## src/rtl/i2c_target.sv

```systemverilog
// I2C target with a byte-wide register file, auto-incrementing pointer and host read port.
// Optional SCL/SDA 3-sample majority glitch filter: define I2C_TARGET_GLITCH_FILTER_EN.
module i2c_target #(
  parameter logic [6:0] DEVICE_ADDR = 7'h3C,
  parameter int         REG_COUNT   = 16,
  localparam int        AW          = $clog2(REG_COUNT)
) (
  input  logic          clk,
  input  logic          reset,
  input  logic          scl_in,
  input  logic          sda_in,
  output logic          sda_oe,
  input  logic [AW-1:0] host_addr,
  output logic [7:0]    host_rdata,
  output logic          wr_strobe,
  output logic [AW-1:0] wr_addr,
  output logic [7:0]    wr_data,
  output logic          busy
);

  typedef enum logic [3:0] {
    IDLE, ADDR, ADDR_ACK, PTR, PTR_ACK, WDATA, WDATA_ACK, RDATA, RDATA_ACK, WAIT_STOP
  } state_e;

  // Bit 1 carries SCL, bit 0 carries SDA through every line-conditioning stage.
  logic [1:0] sync1_q, sync2_q, lines_f, prev_q;

  always_ff @(posedge clk) begin
    if (reset) begin
      sync1_q <= 2'b11;
      sync2_q <= 2'b11;
    end else begin
      sync1_q <= {scl_in, sda_in};
      sync2_q <= sync1_q;
    end
  end

`ifdef I2C_TARGET_GLITCH_FILTER_EN
  logic [1:0] hist0_q, hist1_q, hist2_q;

  always_ff @(posedge clk) begin
    if (reset) begin
      hist0_q <= 2'b11;
      hist1_q <= 2'b11;
      hist2_q <= 2'b11;
    end else begin
      hist0_q <= sync2_q;
      hist1_q <= hist0_q;
      hist2_q <= hist1_q;
    end
  end

  assign lines_f = (hist0_q & hist1_q) | (hist0_q & hist2_q) | (hist1_q & hist2_q);
`else
  assign lines_f = sync2_q;
`endif

  logic scl_f, sda_f, scl_rise, scl_fall, start_det, stop_det;

  assign scl_f     = lines_f[1];
  assign sda_f     = lines_f[0];
  assign scl_rise  = scl_f & ~prev_q[1];
  assign scl_fall  = ~scl_f & prev_q[1];
  assign start_det = scl_f & prev_q[1] & prev_q[0] & ~sda_f;
  assign stop_det  = scl_f & prev_q[1] & ~prev_q[0] & sda_f;

  state_e        state_q, state_d;
  logic [3:0]    cnt_q, cnt_d;
  logic [7:0]    shift_q, shift_d, byte_in;
  logic [AW-1:0] ptr_q, ptr_d, wr_addr_q, wr_addr_d;
  logic [7:0]    wr_data_q, wr_data_d;
  logic          sda_oe_q, sda_oe_d, busy_q, busy_d, wr_strobe_q, wr_strobe_d;
  logic [7:0]    regs_q [REG_COUNT];

  assign byte_in = {shift_q[6:0], sda_f};

  always_comb begin
    state_d     = state_q;
    cnt_d       = cnt_q;
    shift_d     = shift_q;
    ptr_d       = ptr_q;
    sda_oe_d    = sda_oe_q;
    busy_d      = busy_q;
    wr_strobe_d = 1'b0;
    wr_addr_d   = wr_addr_q;
    wr_data_d   = wr_data_q;
    if (start_det) begin
      state_d  = ADDR;
      cnt_d    = 4'd0;
      busy_d   = 1'b1;
      sda_oe_d = 1'b0;
    end else if (stop_det) begin
      state_d  = IDLE;
      cnt_d    = 4'd0;
      busy_d   = 1'b0;
      sda_oe_d = 1'b0;
    end else begin
      case (state_q)
        ADDR, PTR, WDATA: begin
          if (scl_rise) begin
            shift_d = byte_in;
            cnt_d   = cnt_q + 4'd1;
            if (cnt_q == 4'd7) begin
              cnt_d = 4'd0;
              case (state_q)
                ADDR: state_d = (shift_q[6:0] == DEVICE_ADDR) ? ADDR_ACK : WAIT_STOP;
                PTR: begin
                  ptr_d   = byte_in[AW-1:0];
                  state_d = PTR_ACK;
                end
                default: begin
                  wr_strobe_d = 1'b1;
                  wr_addr_d   = ptr_q;
                  wr_data_d   = byte_in;
                  ptr_d       = ptr_q + AW'(1);
                  state_d     = WDATA_ACK;
                end
              endcase
            end
          end
        end
        // First SCL fall after the 8th bit pulls SDA; the next fall releases it.
        ADDR_ACK, PTR_ACK, WDATA_ACK: begin
          if (scl_fall) begin
            if (!sda_oe_q) begin
              sda_oe_d = 1'b1;
            end else begin
              sda_oe_d = 1'b0;
              cnt_d    = 4'd0;
              if (state_q == ADDR_ACK && shift_q[0]) begin
                state_d  = RDATA;
                shift_d  = regs_q[ptr_q];
                sda_oe_d = ~regs_q[ptr_q][7];
              end else if (state_q == ADDR_ACK) begin
                state_d = PTR;
              end else begin
                state_d = WDATA;
              end
            end
          end
        end
        RDATA: begin
          if (scl_rise) begin
            cnt_d = cnt_q + 4'd1;
          end else if (scl_fall) begin
            if (cnt_q == 4'd8) begin
              sda_oe_d = 1'b0;
              state_d  = RDATA_ACK;
            end else begin
              shift_d  = {shift_q[6:0], 1'b0};
              sda_oe_d = ~shift_q[6];
            end
          end
        end
        // cnt=9 marks an initiator ACK awaiting the fall that starts the next byte.
        RDATA_ACK: begin
          if (scl_rise) begin
            if (!sda_f) begin
              ptr_d = ptr_q + AW'(1);
              cnt_d = 4'd9;
            end else begin
              state_d = WAIT_STOP;
            end
          end else if (scl_fall && cnt_q == 4'd9) begin
            state_d  = RDATA;
            cnt_d    = 4'd0;
            shift_d  = regs_q[ptr_q];
            sda_oe_d = ~regs_q[ptr_q][7];
          end
        end
        IDLE, WAIT_STOP: ;
        default: state_d = IDLE;
      endcase
    end
  end

  always_ff @(posedge clk) begin
    if (reset) begin
      prev_q      <= 2'b11;
      state_q     <= IDLE;
      cnt_q       <= 4'd0;
      shift_q     <= 8'h00;
      ptr_q       <= '0;
      sda_oe_q    <= 1'b0;
      busy_q      <= 1'b0;
      wr_strobe_q <= 1'b0;
      wr_addr_q   <= '0;
      wr_data_q   <= 8'h00;
      for (int i = 0; i < REG_COUNT; i++) regs_q[i] <= 8'h00;
    end else begin
      prev_q      <= lines_f;
      state_q     <= state_d;
      cnt_q       <= cnt_d;
      shift_q     <= shift_d;
      ptr_q       <= ptr_d;
      sda_oe_q    <= sda_oe_d;
      busy_q      <= busy_d;
      wr_strobe_q <= wr_strobe_d;
      wr_addr_q   <= wr_addr_d;
      wr_data_q   <= wr_data_d;
      if (wr_strobe_d) regs_q[wr_addr_d] <= wr_data_d;
    end
  end

  assign sda_oe     = sda_oe_q;
  assign busy       = busy_q;
  assign wr_strobe  = wr_strobe_q;
  assign wr_addr    = wr_addr_q;
  assign wr_data    = wr_data_q;
  assign host_rdata = regs_q[host_addr];

endmodule

```

## config.mk

```make
export PLATFORM = sky130hd
export DESIGN_NAME = i2c_target
export DESIGN_NICKNAME = d
export VERILOG_FILES = /design/src/rtl/i2c_target.sv
export SDC_FILE = /design/constraint.sdc
export NUM_CORES = 1
export LEC_CHECK = 0
export ABC_AREA = 0
export BUFFER_PORTS_ARGS = -buffer_cell sky130_fd_sc_hd__buf_4
export CORE_ASPECT_RATIO = 1.2
export CORE_MARGIN = 8
export CORE_UTILIZATION = 65
export DETAILED_ROUTE_END_ITERATION = 12
export HOLD_SLACK_MARGIN = 0.08
export PLACE_DENSITY = 0.83
export SKIP_CTS_REPAIR_TIMING = 1
export SYNTH_ARGS = -nofsm -noshare
export SYNTH_HDL_FRONTEND = slang
export SYNTH_SLANG_ARGS = --single-unit
```

## constraint.sdc

```tcl
create_clock -name clk -period 4.97 [get_ports clk]
set_input_delay 0.994 -clock clk [delete_from_list [all_inputs] [get_ports clk]]
set_output_delay 0.994 -clock clk [all_outputs]
set_load 0.1 [all_outputs]
```

# Word-level counts from Yosys, hierarchy flattened
# Memories as Yosys holds them, arrays and structs flattened. A register that Yosys moved wholly into a read port is not among the register bits.
# Cells that the tools add are included.
# Widths: inputs -> output; s select.
# word_totals
register_bits	40
ram_bits	128
mem_count	1
inputBits	8
out_inout_bits	23
elab_cells	173
# memory_table
name	depth	word_bits	rd	rd_ports_with_merged_regs	wr	line	rtl
regs_q	16	8	2	1	16	73	logic [7:0] regs_q [REG_COUNT];
# classes
bitwise_logic	16
n_addsub	2
muxes	81
n_eq_ne	41
n_reduce_logical	19
# ops
op	n
$mux 4	32
$mux 7	9
$mux 8	7
$ne 2x2->1 const B	15
$ne 4x4->1 const B	7
$pmux 7 s4	1
$mux 1	24
$pmux 4 s2	3
$eq 4x3->1 const B	5
$pmux 4 s5	1
$reduce_and 10->1	2
$eq 4x4->1 const B	4
$pmux 4 s4	1
$ne 3x3->1 const B	4
$reduce_and 12->1	1
$ne 5x5->1 const B	2
$not 1->1	9
$reduce_or 3->1	3
$add 4x1->4 const B	2
$eq 4x2->1 const B	2
$reduce_and 8->1	1
$reduce_or 8->1	1
$and 1x1->1	7
$eq 7x6->1 const B	1
11 further kinds	15

# Longest topological paths before layout
# Gate-level depths: netlist (run 1).
# logic_depth
word_depth	13
mapped_depth	8

# Worst setup path after synthesis (run 1)
# OpenSTA, ideal clock, no wires.
# synth_timing
path_kind	input port to output port
start	input host_addr[0]
end	output host_rdata[0]
path_stages	4
arrival_time_ns	2.783
setup_slack_ns	1.193
cell_sequence	clkbuf_1 -> buf_2 -> mux4_2 -> mux4_2
# synth_between
elab_chain_cells	1
# synth_lines
element	line	rtl
start, declared	13	input logic [AW-1:0] host_addr,
$mem_v2 16x8	-	
end, declared	14	output logic [7:0] host_rdata,
# No other way between the ends.

# Worst setup path after layout (run 1)
# layout_timing
start	input host_addr[0]
end	output host_rdata[2]
# The elaborated chain is that of the path after synthesis.

==> summary.md, run 1 <==
Counting every net in the synthesized netlist gives 707. The final-layout setup total negative slack was 0 ns; the count of final hold-check violations was 0. In this run the cell area of the synthesized design comes to 8950 um2. The tools report the number of global-route vias before repair as 6315. Summed over all layers, the routed wires come to 23.4 mm. The layout cell share with drive strength beyond 1 is 22.1%. For the TritonCTS buffer count, the log shows 17. At the pin with the least slew margin, the transition time is 1.25 ns.

The tools report the setup slack after placement as 1.07 ns. By area the synthesized netlist is led by sky130_fd_sc_hd__edfxtp_1, sky130_fd_sc_hd__mux4_2, sky130_fd_sc_hd__dfxtp_1, sky130_fd_sc_hd__nor2_1, sky130_fd_sc_hd__mux4_1. Across all setup checks in the final design, the least slack found is 1.11 ns. The synthesized area divided by synthesized cell count was 12.9 um2. 0 antenna diodes ended up in the layout.

The iteration count of the initial detailed-routing pass was 6. After detailed routing, the number of vias per cell comes to 7.20. The critical path class is input pin to output pin.

The estimated wirelength of the detail-placed design is 17.2 mm. STA puts the critical path data required time at 3.98 ns. The share of total power dissipated in sequential elements is 51.6%. For the minimum setup slack among reg-to-reg paths, the log shows 1.45 ns. For the insertion delay to the later sink of the worst-skew pair, the log shows 0.44 ns. The logs give 4 for the H-tree level count and 4730 um2 for the register area. In the final layout, the multi-input gates occupy 3980 um2.

The critical path endpoint category is an output pin. Entering global routing, the biggest net connects 56 pins. The final max-slew violation count was 0; the total of fill cells in the finished design was 917.

Global routing consumed, on the met2 layer, 47.3% of the routing resources. The analysis attributes to net switching a power of 762 uW. In this run, distinct cell masters in the synthesized netlist total 59. The area of the core was 13600 um2; the final layout net count was 717. The share of the synthesized area in the top cell type works out to 43.0%. The area growth from synthesis to final layout came out at 9.33%.

For the total routing resource utilization after global routing, the log shows 28.0%. The most heavily used metal layer in global routing was met2. The headroom to the max-slew limit was 16.2%. For this configuration, the core starts out at a cell density of 65.6%. The clock network fraction of design power came out at 41.0%.

For this run, design rule violations remaining after detail routing come to 0. The most common flop cell mapped by yosys is sky130_fd_sc_hd__edfxtp_1. After detailed routing, the average wire length per cell comes to 26.4 um. The number of antenna violations at the first check in global routing was 0. TritonCTS sink count: 172.

Subtracting the final worst setup slack from the clock period gives 3.86 ns. The logs give 52.8% for the sequential share of the synthesized area and 47 for the number of core rows. In this run the worst hold path is classified as flip-flop to flip-flop.

The portion of the clock cycle consumed by the worst path in the final layout is 77.7%, and the iteration-0 DRC count of the detailed router is 1062. Along the worst path, the maximum fanout reaches 32. Once detail routing completed, the nets flagged for antenna violations numbered 0. The internal power of the cells totals 2.36 mW.

The routed layout has 6398 vias. The commonest cells after synthesis are sky130_fd_sc_hd__nor2_1, sky130_fd_sc_hd__edfxtp_1, sky130_fd_sc_hd__mux4_2, sky130_fd_sc_hd__dfxtp_1, sky130_fd_sc_hd__nand2_1. Count of pins on the block boundary: 31. For this run, asynchronously set or reset flops after synthesis account for 0%. The peak supply drop was 0.258 mV. Synthesis inferred 172 register bits.

The die is 123 um wide. Yosys printed 0 warnings. Counting every instance in the synthesized netlist gives 695. TritonCTS built the clock tree. In this run, the combinational gates consume 7.5% of the power. The worst clock skew is 0.0118 ns, and the worst path arrival time is 2.87 ns. Routability-driven placement finished with a final weighted congestion of 0.959. The leakage power came out at 3.30 nW.

The clock-pin transition on the worst setup and hold timing paths works out to 0.06 ns. The most common cell in the synthesized netlist is sky130_fd_sc_hd__nor2_1. The tree is rooted in a sky130_fd_sc_hd__clkbuf_16. The maximum clock path buffer count came out at 2. Setup repair after global routing left no endpoint under its margin. Derived from the worst setup path, the maximum achievable clock frequency is 259 MHz.

The synthesized design spends more area on one cell type than any other, namely sky130_fd_sc_hd__edfxtp_1. The die is 145 um tall. For this run, global-route usage on met1 was measured as 32.4%. The flow ran to the end, and the final reports show no timing, DRC or antenna violations. The power density normalized to cell area came out at 319 nW/um2. The proportion of total power due to net switching was 24.4%. After global routing the overflow that remains totals 0.

For the fraction of met3 tracks used by global routing, the log shows 5.27%. In this run, synthesis inferred 128 flip-flops with an integrated enable. The first global-routing pass estimated 36.5 mm of wire.

The run gives 0 as the setup violation total in the final timing report. The tools report the critical path startpoint category as an input pin. The max-cap check violation count is 0, and the area of the die is 17800 um2. The number of I/O port buffers is 30.
## cell families (layout without fill, tap and decap cells)
logic type | after synthesis | count (layout) | share of synthesized area [%]
DFF | 172 | 172 | 52.8
adders and majority gates | 5 | 5 | 0.671
buffers and inverters | 52 | 75 | 2.77
xor gates and xnor gates | 1 | 1 | 0.0979
and+or+nand+nor | 276 | 276 | 14.4
AOI/OAI and AO/OA | 88 | 88 | 6.96
muxes | 101 | 101 | 22.3
## area by class of cell
type,instances,share of cell area [%]
Clock inverter,14,1.33
Sequential cell,172,48.3
Multi-Input combinational cell,471,40.6
Tap cell,171,2.19
Timing Repair Buffer,39,2.99
Clock buffer,18,4.39
Inverter,4,0.153
## power groups by stage
stage | registers [mW] | logic (mW) | clock network (mW)
floorplan | 1.62 | 0.183 | 0
global placement | 1.64 | 0.225 | 0
detailed placement | 1.64 | 0.232 | 0
CTS | 1.61 | 0.233 | 1.28
global route | 1.61 | 0.243 | 1.33
finish | 1.61 | 0.233 | 1.28
## worst max-delay path, cell delays in order
cell and delay [ns]:
sky130_fd_sc_hd__buf_4 0.48, sky130_fd_sc_hd__mux4_2 0.59, sky130_fd_sc_hd__mux4_2 0.53, sky130_fd_sc_hd__buf_4 0.26
## layer usage
metal  wire (um)  share of wire [%]  vias to the layer above
li1            -                  -                     2683
met3        2180                9.3                      100
met4        1290                5.5                        0
met5           0                  0                        -
met1        7960                 34                     3109
met2       12000                 51                      506
## final timing paths
check,startpoint,end,cells after the start
worst max register to register,state_q[0],regs_q[4][4],5
worst min register to register,sync1_q[1],lines_f[1],1
worst min-delay path,sync1_q[1],lines_f[1],1
worst max-delay path,host_addr[0],host_rdata[2],4
## flip-flops by register name (all words and copies together) (netlist names), named ones only
| signal | cells |
|---|---|
| regs_q | 128 |
| wr_data | 8 |
| shift_q | 7 |
| cnt_q | 4 |
| ptr_q | 4 |
| state_q | 4 |
| wr_addr | 4 |
| lines_f | 2 |
| prev_q | 2 |
| sync1_q | 2 |
| busy | 1 |
| sda_oe | 1 |
| wr_strobe | 1 |
## stage by stage
step                      std cells  utilization, %  hold WS [ns]  power [mW]  area [um2]
after floorplan                 695               -         0.389        1.80        8950
after global routing            889            71.7         0.455        3.19        9780
after CTS                       889            71.7         0.423        3.12        9780
after global placement          857            67.6         0.401        1.86        9220
after detailed placement        857            67.6         0.402        1.87        9220
final                           889            71.7         0.427        3.12        9780
## cell usage in the layout, fill, tap and decap left out, types with 4 or more instances in the layout
cell and n:
sky130_fd_sc_hd__nand3_1 11, sky130_fd_sc_hd__dfxtp_1 43, sky130_fd_sc_hd__a21oi_1 17, sky130_fd_sc_hd__mux4_1 9, sky130_fd_sc_hd__clkbuf_16 17, sky130_fd_sc_hd__buf_4 39, sky130_fd_sc_hd__mux2i_1 18, sky130_fd_sc_hd__nand2b_1 23
sky130_fd_sc_hd__a211oi_1 9, sky130_fd_sc_hd__edfxtp_1 128, sky130_fd_sc_hd__nor2b_1 11, sky130_fd_sc_hd__inv_1 4, sky130_fd_sc_hd__mux4_2 65, sky130_fd_sc_hd__o21ai_0 12, sky130_fd_sc_hd__mux2_2 8, sky130_fd_sc_hd__and3_1 5
sky130_fd_sc_hd__ha_1 4, sky130_fd_sc_hd__or2_2 8, sky130_fd_sc_hd__a31oi_1 14, sky130_fd_sc_hd__nand2_1 32, sky130_fd_sc_hd__o31ai_1 5, sky130_fd_sc_hd__nor3_1 10, sky130_fd_sc_hd__o311a_1 6, sky130_fd_sc_hd__inv_6 6
sky130_fd_sc_hd__nor2_1 155
Note: power is estimated with default switching activity, not from simulation.
==> inputs of run 2 (changes only) <==
Settings changed: CORE_UTILIZATION 65 to 56, PLACE_DENSITY 0.83 to 0.76.
Clock period 4.97 ns to 3.1 ns, I/O delays scaled along.
==> summary.md, run 2 (synthesis gave the netlist of run 1 again) <==
The number of I/O port buffers came out at 30 (unchanged). The die width was 131 um (+6.7%); the final routed wire length divided by cell count was 24.8 um (-5.8%). The count of final hold-check violations came out at 0 (unchanged). TritonCTS built the clock tree. The remaining number of nets flagged by the antenna check after routing came out at 0 (unchanged). The logs give 23.7 mm (+1.2%) for the final wirelength and 0 (unchanged) for the total inserted antenna cells. Number of flip-flops under the largest register name: 128 (unchanged). The total routing resource utilization after global routing was 23.8% (-4.2 points). The logs give 37 (-34%) for the maximum number of pins on one net before global-route repair and 7 (+1) for the iteration count of the initial detailed-routing pass. The clock period could shrink to 2.91 ns. The tools report the initial core utilization as 57.2% (-8.4 points). The fraction of met2 tracks used by global routing is 40.0% (-7.3 points). For the estimated wirelength of the detail-placed design, the log shows 17.6 mm (+2.2%).

Final layout net count: 747 (+4.2%). The TritonCTS buffer count is 17 (unchanged). The clock-pin transition on the worst setup and hold timing paths was 0.06 ns (about the same). Area of the core: 15600 um2 (+15%). The slew at the pin closest to its max-slew limit is 1.02 ns (-0.237 ns), and the count of pins on the block boundary is 31 (unchanged). Average via count per standard cell: 6.83 (-5.1%).

The die outline height is 154 um (+6.9%), and the fraction of met3 tracks used by global routing is 6.38% (+1.1 points). The worst setup path is launched from an input pin. The tools report the headroom to the max-slew limit as 32.1% (+16 points). In this run the clock root is driven by a sky130_fd_sc_hd__clkbuf_16.

The logs give 0 (unchanged) for the final routed DRC violation total and 0 ns (unchanged) for the final-layout setup total negative slack. Setup slack after placement: 0.205 ns (-0.861 ns). The register containing the most flip-flops in the final layout is regs_q. For the worst path arrival time, the log shows 2.29 ns (-0.58 ns).

The most critical setup path has its startpoint at host_addr[0]. The portion of the clock cycle consumed by the worst path in the final layout was 93.7%. Setup repair after global routing left no endpoint under its margin. The layout cell share with drive strength beyond 1 works out to 25.4% (+3.3 points). Critical path class: input pin to output pin. The area growth from synthesis to final layout was 13.0%. The maximum clock path buffer count is 2 (unchanged), and the first-pass GRT wire length is 37.2 mm (+1.9%). Met1 track utilization from global routing: 28.8% (-3.7 points).

The worst register-to-register path begins at prev_q[1]. For the total number of vias, the log shows 6525 (+2.0%). The data required time at the worst endpoint came out at 2.48 ns (-1.50 ns).

The run gives 0 (unchanged) as the final max-slew violation count. The tools report the number of global-route vias before repair as 6462 (+2.3%). In this run the most critical hold path is launched from scl_in. For this run, the top clock speed supported by timing is 344 MHz.

The number of core rows is 50 (+6.4%). STA classifies the critical path endpoint as an output pin. The library cell used most frequently in the layout, excluding fill and tap cells, is sky130_fd_sc_hd__nor2_1. The logs give 3.46 nW (+4.9%) for the leakage power and 0.529 mV (+100%) for the peak supply drop. The logs give 0 (unchanged) for the number of antenna violations at the first check in global routing and 4 (unchanged) for the H-tree level count. The run finished with clean final reports. The run gives 172 (unchanged) as the TritonCTS sink count. In the layout the commonest cells are sky130_fd_sc_hd__nor2_1, sky130_fd_sc_hd__edfxtp_1, sky130_fd_sc_hd__buf_4, sky130_fd_sc_hd__mux4_2, sky130_fd_sc_hd__dfxtp_1. The most heavily used metal layer in global routing was met2. The total of fill cells in the finished design is 1142 (+25%). Final setup slack of the worst path: 0.194 ns (-0.914 ns).

The global placer's final weighted congestion was 0.950 (-0.96%); the setup violation total in the final timing report was 0 (unchanged). The path class of the tightest hold or removal check is input pin to flip-flop. The power density normalized to cell area is 506 nW/um2 (+59%). The logs give 0.44 ns (about the same) for the insertion delay to the later sink of the worst-skew pair and 839 (-21%) for the iteration-0 DRC count of the detailed router.

The logs give 0 (unchanged) for the total congestion overflow and 0 (unchanged) for the max-cap check violation count. The highest net fanout along the worst path was 17 (-47%). The area of the die is 20300 um2 (+14%), and the worst clock skew is 0.0112 ns (-0.000540 ns).
## run 2: changes by cell type in the layout (fill, tap and decap cells not counted)
cell	change
sky130_fd_sc_hd__clkinv_4	+3
sky130_fd_sc_hd__buf_12	+2
sky130_fd_sc_hd__bufinv_16	+1
sky130_fd_sc_hd__clkinv_1	-1
sky130_fd_sc_hd__inv_6	-3
sky130_fd_sc_hd__buf_4	+28
sky130_fd_sc_hd__clkinvlp_4	-1
sky130_fd_sc_hd__clkinv_8	+1
sky130_fd_sc_hd__clkbuf_1	-1
## run 2: routing by layer
layer  wire length, um  up-vias  part of all wire [%]
met5                 0        -                     0
met4               727        0                   3.1
met3              2510       71                    11
met2             12100      491                    51
met1              8360     3215                    35
li1                  -     2748                     -
## run 2: final cells by class
class	instances	area (um2)	area share, %
sequential	172	4730	46.7
inverter	4	15.0	0.149
clock inverter	14	165	1.63
timing repair buffer	69	543	5.37
tap	208	260	2.57
clock buffer	17	425	4.21
multi-input combinational	471	3980	39.3
## run 2: metrics by stage
stage          instances  total power [mW]  hold WS (ns)  cell area [um2]  utilization (%)
3_5_place_dp         924              3.01         0.414             9520             60.9
2_1_floorplan        695              2.89         0.389             8950                -
6_report             955              5.12         0.378            10100             64.6
5_1_grt              955              5.23         0.366            10100             64.6
4_1_cts              955              5.11         0.371            10100             64.6
3_3_place_gp         924              2.99         0.401             9520             60.9
## run 2: final timing paths
| kind | endpoint | slack, ns | depth (start not counted) |
|---|---|---|---|
| worst min register to register | lines_f[1] | 0.43 | 1 |
| worst max-delay path | host_rdata[3] | 0.19 | 5 |
| worst max register to register | shift_q[1] | 0.50 | 5 |
| worst min-delay path | sync1_q[1] | 0.38 | 2 |
## run 2: power by group
part | switching (mW) | total, mW | internal [mW]
Sequential | 0.0506 | 2.58 | 2.53
Clock | 0.953 | 2.15 | 1.20
Combinational | 0.241 | 0.386 | 0.144
Total | 1.24 | 5.12 | 3.87
## run 2: worst max-delay path: stages
cell,delay (ns)
sky130_fd_sc_hd__buf_4,0.15
sky130_fd_sc_hd__buf_12,0.19
sky130_fd_sc_hd__mux4_2,0.55
sky130_fd_sc_hd__mux4_2,0.50
sky130_fd_sc_hd__buf_4,0.25
==> inputs of run 3 (changes only) <==
--- a/config.mk
+++ b/config.mk
@@ -16,2 +16,3 @@
 export SKIP_CTS_REPAIR_TIMING = 1
+export SLEW_MARGIN = 20
 export SYNTH_ARGS = -nofsm -noshare
--- a/constraint.sdc
+++ b/constraint.sdc
@@ -3,2 +3,2 @@
 set_output_delay 0.62 -clock clk [all_outputs]
-set_load 0.1 [all_outputs]
+set_load 0.01 [all_outputs]
==> summary.md, run 3 (synthesis gave the netlist of run 1 again) <==
Leaving out fill and tap cells, the most frequent cell in the layout is sky130_fd_sc_hd__nor2_1. For the number of antenna violations at the first check in global routing, the log shows 0 (unchanged). For the fraction of met2 tracks used by global routing, the log shows 39.3% (-0.64 points).

The portion of the clock cycle consumed by the worst path in the final layout was 90.7% (-3.1 points); the count of pins on the block boundary was 31 (unchanged). For the post-route total power, the log shows 4.99 mW (-2.6%). The logs give 0.289 ns (+0.0951 ns) for the final setup slack of the worst path and 923 (-0.11%) for the count of placed standard cells including taps.

Worst hold slack: 0.378 ns (+0.0000270 ns). The maximum number of pins on one net before global-route repair came out at 40 (+8.1%). The tools report the first-pass GRT wire length as 36.7 mm (-1.3%).

The run gives 10100 um2 (about the same) as the final design instance area without fill. The most heavily used metal layer in global routing is met2. The type of the most critical hold path was input pin to flip-flop.

The clock-pin transition on the worst setup and hold timing paths came out at 0.07 ns (about the same). The tools report the area of the core as 15600 um2 (unchanged). For the max-cap check violation count, the log shows 0 (unchanged). Walking the worst path, the cells encountered are buf_4 -> buf_12 -> mux4_2 -> mux4_2 -> buf_4. The run gives 0 (unchanged) as the count of final hold-check violations. The worst setup path is launched from an input pin. The total cell area at the placement stage was 9510 um2 (about the same). The initial core utilization is 57.2% (unchanged). By startpoint and endpoint, the worst setup path is classified as input pin to output pin.

The largest individual stage delay along the critical path comes from the cell sky130_fd_sc_hd__mux4_2. The number of global-route vias before repair is 6405 (-0.88%). Total of fill cells in the finished design: 1153 (+0.96%). Setup repair after global routing left no endpoint under its margin. Final routed DRC violation total: 0 (unchanged).

Insertion delay to the later sink of the worst-skew pair: 0.43 ns (about the same). Iteration count of the initial detailed-routing pass: 5 (-2). TritonCTS built the clock tree. For the maximum clock path buffer count, the log shows 2 (unchanged). The fraction of met3 tracks used by global routing was 4.86% (-1.5 points); the highest net fanout along the worst path was 17 (unchanged). For the iteration-0 DRC count of the detailed router, the log shows 799 (-4.8%).

The run gives 955 (unchanged) as the number of non-filler instances in the completed layout. Total number of vias: 6437 (-1.3%). The worst clock skew is 0.0100 ns (-0.00122 ns), and the number of I/O port buffers is 30 (unchanged).

The layout cell share with drive strength beyond 1 is 25.4% (unchanged), and the final wirelength is 23.3 mm (-1.7%). The final layout net count is 746 (-0.13%). The power density normalized to cell area came out at 493 nW/um2 (-2.6%). The final-layout setup total negative slack came out at 0 ns (unchanged). The average via count per standard cell is 6.74 (-1.3%). The global placer's final weighted congestion is 0.921 (-3.1%), and the final routed wire length divided by cell count is 24.4 um (-1.7%). The total routing resource utilization after global routing was 23.5% (-0.33 points); the register area was 4730 um2 (unchanged). The library cells used most frequently in the layout, excluding fill and tap cells, are sky130_fd_sc_hd__nor2_1, sky130_fd_sc_hd__edfxtp_1, sky130_fd_sc_hd__buf_4, sky130_fd_sc_hd__mux4_2, sky130_fd_sc_hd__dfxtp_1.

The area growth from synthesis to final layout came out at 12.9% (about the same). The run gives 20300 um2 (unchanged) as the area of the die. STA classifies the critical path endpoint as an output pin. The leakage power is 3.46 nW (about the same), and the top achievable clock speed is 356 MHz (+3.4%). The time the worst path needs with I/O delays and setup was 2.81 ns (-0.0951 ns). The setup violation total in the final timing report was 0 (unchanged). The estimated wirelength of the detail-placed design came out at 17.5 mm (-0.19%). The headroom to the max-slew limit was 35.3% (+3.2 points).

The biggest cell delay along the critical path is 0.52 ns (-0.03 ns), and the count of cells along the worst register-to-register path is 5 (unchanged). For the end-of-flow core utilization, the log shows 64.6% (about the same). In this run the clock root is driven by a sky130_fd_sc_hd__clkbuf_16. The die outline height was 154 um (unchanged); the data required time at the worst endpoint was 2.48 ns (about the same). The register containing the most flip-flops in the final layout was regs_q.

For the worst path arrival time, the log shows 2.19 ns (-0.10 ns). The total inserted antenna cells is 0 (unchanged). The number of flip-flops under the largest register name came out at 128 (unchanged). The final max-slew violation count was 0 (unchanged). For the setup slack after placement, the log shows 0.284 ns (+0.0785 ns). The run finished with clean final reports. The H-tree level count is 4 (unchanged), and the TritonCTS sink count is 172 (unchanged). Die width: 131 um (unchanged).

The peak supply drop was 0.490 mV (-7.4%). The slew at the pin closest to its max-slew limit is 0.971 ns (-0.0474 ns). The cell count of the worst hold path is 2 (unchanged).

The remaining number of nets flagged by the antenna check after routing is 0 (unchanged), and the total congestion overflow is 0 (unchanged). The run gives 17 (unchanged) as the TritonCTS buffer count. The number of core rows is 50 (unchanged), and the met1 track utilization from global routing is 28.7% (-0.097 points). The run gives 3980 um2 (unchanged) as the area of the multi-input gates.
[run 3: per-layer routing]
metal	up-vias	routed length (um)
met2	447	11900
met3	64	2120
met5	-	0
met4	0	734
li1	2756	-
met1	3170	8570
[run 3: path summary, 6_finish.rpt]
kind | startpoint | to | slack (ns)
worst max-delay path | host_addr[0] | host_rdata[3] | 0.29
worst min register to register | sync1_q[1] | lines_f[1] | 0.41
worst max register to register | state_q[3] | flip-flop | 0.55
worst min-delay path | sda_in | sync1_q[0] | 0.38
[run 3: layout make-up]
cell class	count	area share (%)
Inverter	4	0.149
Clock inverter	15	1.67
Clock buffer	17	4.21
Timing Repair Buffer	68	5.30
Multi-Input combinational cell	471	39.3
Sequential cell	172	46.8
Tap cell	208	2.58
[run 3: critical path: cells and delay by family]
family | cells | cell delay, ns
multiplexers | 2 | 1.03
buffers and inverters | 3 | 0.53
[run 3: where the power goes]
part	switching (mW)	internal (mW)	leakage, nW
Combinational	0.147	0.144	1.49
Sequential	0.0496	2.53	1.68
Clock	1.03	1.09	0.293
Total	1.22	3.76	3.46
